## src/rtl/operand_stream_feeder.sv

```systemverilog
// Operand feeder: buffers paired A/B beats and presents one job of exactly len
// beats to the systolic core, with len_input held stable for the whole job.
module operand_stream_feeder #(
    parameter int DATA_WIDTH   = 8,
    parameter int N            = 4,
    parameter int COUNTER_BITS = 16,
    parameter int FIFO_DEPTH   = 4
) (
    input  logic                             clk,
    input  logic                             reset,
    input  logic                             cmd_valid,
    output logic                             cmd_ready,
    input  logic [COUNTER_BITS-1:0]          cmd_len,
    input  logic                             s_valid,
    output logic                             s_ready,
    input  logic [N-1:0][DATA_WIDTH-1:0]     s_a_data,
    input  logic [N-1:0][DATA_WIDTH-1:0]     s_b_data,
    output logic                             a_input_valid,
    output logic                             b_input_valid,
    input  logic                             input_ready,
    output logic [COUNTER_BITS-1:0]          len_input,
    output logic [N-1:0][DATA_WIDTH-1:0]     a_data,
    output logic [N-1:0][DATA_WIDTH-1:0]     b_data,
    output logic                             busy,
    output logic                             job_done
);
    localparam int AW = $clog2(FIFO_DEPTH);

    typedef enum logic [1:0] {IDLE, STREAM, DONE} state_t;

    state_t                        r_state, w_next;
    logic [COUNTER_BITS-1:0]       r_len, r_recv_cnt, r_sent_cnt;
    logic [AW:0]                   r_wptr, r_rptr;
    logic [N-1:0][DATA_WIDTH-1:0]  r_mem_a [FIFO_DEPTH];
    logic [N-1:0][DATA_WIDTH-1:0]  r_mem_b [FIFO_DEPTH];

    logic w_full, w_empty, w_valid, w_push, w_pop, w_last, w_cmd_fire;

    // Extra pointer bit distinguishes full from empty when the indices match.
    assign w_full     = (r_wptr[AW] != r_rptr[AW]) && (r_wptr[AW-1:0] == r_rptr[AW-1:0]);
    assign w_empty    = (r_wptr == r_rptr);
    assign w_valid    = (r_state == STREAM) && !w_empty;
    assign s_ready    = (r_state == STREAM) && !w_full && (r_recv_cnt < r_len);
    assign w_push     = s_valid && s_ready;
    assign w_pop      = w_valid && input_ready;
    assign w_last     = w_pop && (r_sent_cnt == r_len - COUNTER_BITS'(1));
    assign w_cmd_fire = cmd_valid && (r_state == IDLE);

    assign a_input_valid = w_valid;
    assign b_input_valid = w_valid;
    assign len_input     = r_len;
    assign a_data        = w_valid ? r_mem_a[r_rptr[AW-1:0]] : '0;
    assign b_data        = w_valid ? r_mem_b[r_rptr[AW-1:0]] : '0;

    always_comb begin
        w_next    = r_state;
        cmd_ready = 1'b0;
        busy      = 1'b1;
        job_done  = 1'b0;
        case (r_state)
            IDLE: begin
                cmd_ready = 1'b1;
                busy      = 1'b0;
                if (cmd_valid) w_next = (cmd_len == '0) ? DONE : STREAM;
            end
            STREAM: if (w_last) w_next = DONE;
            DONE: begin
                job_done = 1'b1;
                w_next   = IDLE;
            end
            default: w_next = IDLE;
        endcase
    end

    always_ff @(posedge clk or negedge reset) begin
        if (!reset) begin
            r_state    <= IDLE;
            r_len      <= '0;
            r_recv_cnt <= '0;
            r_sent_cnt <= '0;
            r_wptr     <= '0;
            r_rptr     <= '0;
        end else begin
            r_state <= w_next;
            if (w_cmd_fire) begin
                r_len      <= cmd_len;
                r_recv_cnt <= '0;
                r_sent_cnt <= '0;
            end else begin
                if (w_push) begin
                    r_recv_cnt <= r_recv_cnt + COUNTER_BITS'(1);
                    r_wptr     <= r_wptr + 1'b1;
                end
                if (w_pop) begin
                    r_sent_cnt <= r_sent_cnt + COUNTER_BITS'(1);
                    r_rptr     <= r_rptr + 1'b1;
                end
            end
        end
    end

    // Storage needs no reset: the head is masked to zero while empty.
    always_ff @(posedge clk) begin
        if (w_push) begin
            r_mem_a[r_wptr[AW-1:0]] <= s_a_data;
            r_mem_b[r_wptr[AW-1:0]] <= s_b_data;
        end
    end
endmodule

```

## config.mk

```make
export PLATFORM = sky130hd
export DESIGN_NAME = operand_stream_feeder
export DESIGN_NICKNAME = d
export VERILOG_FILES = /design/src/rtl/operand_stream_feeder.sv
export SDC_FILE = /design/constraint.sdc
export NUM_CORES = 1
export LEC_CHECK = 0
export CAP_MARGIN = 0
export CORE_MARGIN = 2
export CORE_UTILIZATION = 45
export DETAILED_ROUTE_END_ITERATION = 8
export PLACE_DENSITY = 0.79
export RECOVER_POWER = 50
export SLEW_MARGIN = 10
export SYNTH_ARGS = -nofsm -noshare
export SYNTH_HDL_FRONTEND = slang
export SYNTH_SLANG_ARGS = --single-unit
```

## constraint.sdc

```tcl
create_clock -name clk -period 4.98 [get_ports clk]
set_clock_uncertainty 0.2 [all_clocks]
set_input_delay 0.996 -clock clk [delete_from_list [all_inputs] [get_ports clk]]
set_output_delay 0.996 -clock clk [all_outputs]
set_load 0.03 [all_outputs]
```

==> impl_metrics.csv <==
group,metric,value,unit
drt,post-route-drc-count,0,
critical_path,cp.arrival,3.42,ns
timing,report.final.setup_viol,0,
timing,rsz0062_at_grt,"false",
logic_synthesis,synth_most_common_cell,"edfxtp_1",
die,die_y,176,µm
drt,dr.pass1.iters,5,
logic_synthesis,synth_edf_count,256,
status,outcome,"finished with violations",
drt,viasPerCell,5.51,
die,io_pins,171,
logic_synthesis,yosys.area.top_type,"edfxtp_1",
timing,finalCriticalPeriod,4.62,ns
timing,worstMarginPinSlew,2.37,ns
placed_design,gp_congestion,0.834,
critical_path,worstSetupPathType,"reg2out",
drt,num_vias,7701,
timing,slew_viol_final,99,
worst_hold_path,hp-class,"reg2reg",
critical_path,cp-start-kind,"register",
cts,post_cts_resized,0,
cts,cts_buffers,31,
timing,hold_viol,0,
cts,root_buffer,"clkbuf_16",
placed_design,dp_hpwl,17700,µm
grt,grt_pass1_vias,7794,
logic_synthesis,synth_flop_cell,"edfxtp_1",
power,vdd_drop_max,0.634,mV
logic_synthesis,syn_inst,806,
die,die-area,30900,µm²
timing,whs,0.314,ns
critical_path,path_buf_inv,2,
logic_synthesis,synth.area.mux_share,11.3,%
critical_path,worstPathCellList,"inv_1 > ha_1 > a21o_1 > a21oi_1 > o31a_2 > o21ai_2 > nor4_1 > clkdlybuf4s50_1",
logic_synthesis,yosys_warnings,0,
logic_synthesis,yosysTopAreaCellShare,58.0,%
logic_synthesis,synth_top_family_by_area,"multiplexers",
critical_path,crit_family,"buffers and inverters",
die,core_area,28900,µm²
logic_synthesis,synth-seq-area-share,68.5,%
status,violations,"max-capacitance violations, max-slew violations",
cells_and_area,layout.nets,1095,
drt,detail_route.wl_per_cell,19.8,µm
logic_synthesis,yosys.area_share.simple,9.12,%
logic_synthesis,synth_fa_ha_area_share,2.17,%
grt,antenna_found_initial,2,
critical_path,end_kind,"primary output",
logic_synthesis,yosysUniqueCellTypes,61,
timing,min_period_over_period,92.7,%
grt,grt_pass1_wl,43400,µm
cts,cts_tree,"yes",
cts,clkLatencyLatePin,0.57,ns
drt,ant_nets,0,
die,die_w,176,µm
critical_path,required,3.78,ns
logic_synthesis,synth_fp_nets,914,
power,p_leak,5.79,nW
cts,post_cts_buffers,0,
drt,wirelength,27700,µm
power,p_per_area,625,nW/µm²
die,rows,62,
cts,htreeDepth,1,
cts,cts_max_path_buffers,3,
timing,slew_headroom,-57.9,%
grt,grt_max_degree,67,
logic_synthesis,synth_compound_area_share,4.44,%
logic_synthesis,syn_avg_cell_area,16.5,µm²
cts,clk_pin_slew_worst_paths,0.07,ns
critical_path,worst_path_largest_cell_delay,0.74,ns
logic_synthesis,async_flop_share,17.9,%
grt,globalRouteOverflowTotal,0,
cts,cts_hold_buf,0,
drt,drt_iter0_markers,614,
cells_and_area,area_growth,23.6,%
cells_and_area,drive_gt1_share,13.4,%
die,start_util,46.0,%
logic_synthesis,yosys-top-cells-area,"edfxtp_1, mux4_2, dfrtp_1",
logic_synthesis,synth_xor_area_share,2.58,%
timing,tns,0,ns
timing,max_freq,217,MHz
placed_design,numPortBuffers,170,
grt,track_usage,18.0,%
logic_synthesis,synth_seq_cells,312,
critical_path,slowest_stage,"clkdlybuf4s50_1",
logic_synthesis,synth_common_cells,"edfxtp_1, and2_1, mux4_2",
logic_synthesis,synthesis.area,13300,µm²
cts,cts_sinks,312,
critical_path,cp_max_fo,10,
run,cap_violations,2,
## layout by cell type (no fill, tap or decap), drive strengths merged, types with 15 or more instances in the layout
master	instances
edfxtp	256
clkdlybuf4s50	104
and2	69
dlygate4sd3	65
mux4	64
dfrtp	56
nand2	41
clkbuf	41
o21ai	36
inv	29
ha	23
nor2	22
xnor2	22
nand3	18
xor2	17
clkinv	17
a21oi	15
## metrics by stage
step	std cells	cell area (µm²)	utilization (%)	total power [mW]	worst slack (ns)
2_1_floorplan	806	13300	-	6.45	0.856
3_5_place_dp	1338	15500	53.6	8.16	0.921
3_3_place_gp	1338	15500	53.6	8.10	0.976
5_1_grt	1396	16400	56.8	10.7	0.160
4_1_cts	1396	16400	56.9	10.4	0.294
6_report	1397	16400	56.8	10.3	0.364
## layer usage
| metal | vias to the layer above | track usage (%) | share of wire [%] |
|---|---|---|---|
| met4 | 2 | 3.68 | 1.8 |
| li1 | 3488 | - | - |
| met5 | - | 0 | 0.047 |
| met3 | 41 | 3.72 | 8.0 |
| met1 | 3881 | 25.3 | 43 |
| met2 | 289 | 29.3 | 48 |
## registers in the layout (all words and copies together) (netlist names)
name	cells
r_mem_b	128
r_wptr	3
r_mem_a	128
r_recv_cnt	16
r_state	2
len_input	16
r_rptr	3
r_sent_cnt	16
## final timing paths
path                                            from                          to  slack, ns  cells after the start
max                         len_input[6]$_DFFE_PN0P_                     s_ready       0.36                      8
min                        r_recv_cnt[2]$_DFFE_PN0P_   r_recv_cnt[2]$_DFFE_PN0P_       0.31                      1
max reg2reg                 len_input[6]$_DFFE_PN0P_     r_mem_a[1][2]$_DFFE_PP_       1.43                      8
min reg2reg                r_recv_cnt[2]$_DFFE_PN0P_   r_recv_cnt[2]$_DFFE_PN0P_       0.31                      1
max in group asynchronous                      reset  r_recv_cnt[15]$_DFFE_PN0P_       1.88                      2
min in group asynchronous                      reset  r_sent_cnt[15]$_DFFE_PN0P_       0.92                      1
## logic make-up (layout without fill, tap and decap cells)
kind of cell,Yosys count,in the layout
DFF,312,312
and+or+nand+nor,210,210
AOI/OAI and AO/OA,91,91
muxes,69,69
buffers and inverters,62,268
xor gates and xnor gates,39,39
adders and majority gates,23,23
other,0,1
## worst register-to-register path, delay by kind of cell (launching register included)
family / cells / cell delay (ns)
AO/OA/AOI/OAI: 4 / 0.87
flip-flops: 1 / 0.60
AND/OR/NAND/NOR: 1 / 0.57
buffers and inverters: 2 / 0.56
adder cells (fa/ha/maj): 1 / 0.36
## power breakdown
part,switching (mW),total (mW),leakage [nW],internal [mW]
combinational,2.46,4.39,2.31,1.94
clock,0.962,2.21,0.471,1.24
sequential,0.226,3.66,3.01,3.43
total,3.64,10.3,5.79,6.61
## layout make-up
| class | instances | area [µm²] |
|---|---|---|
| fillers | 2208 | 12500 |
| flip-flops and latches | 312 | 9090 |
| multi-input cells | 432 | 3920 |
| repair buffers | 182 | 1840 |
| clock buffers | 38 | 802 |
| well taps | 384 | 480 |
| clock inverters | 20 | 153 |
| inverters | 28 | 105 |
| diodes | 1 | 2.50 |
(Power assumes the default switching activity.)
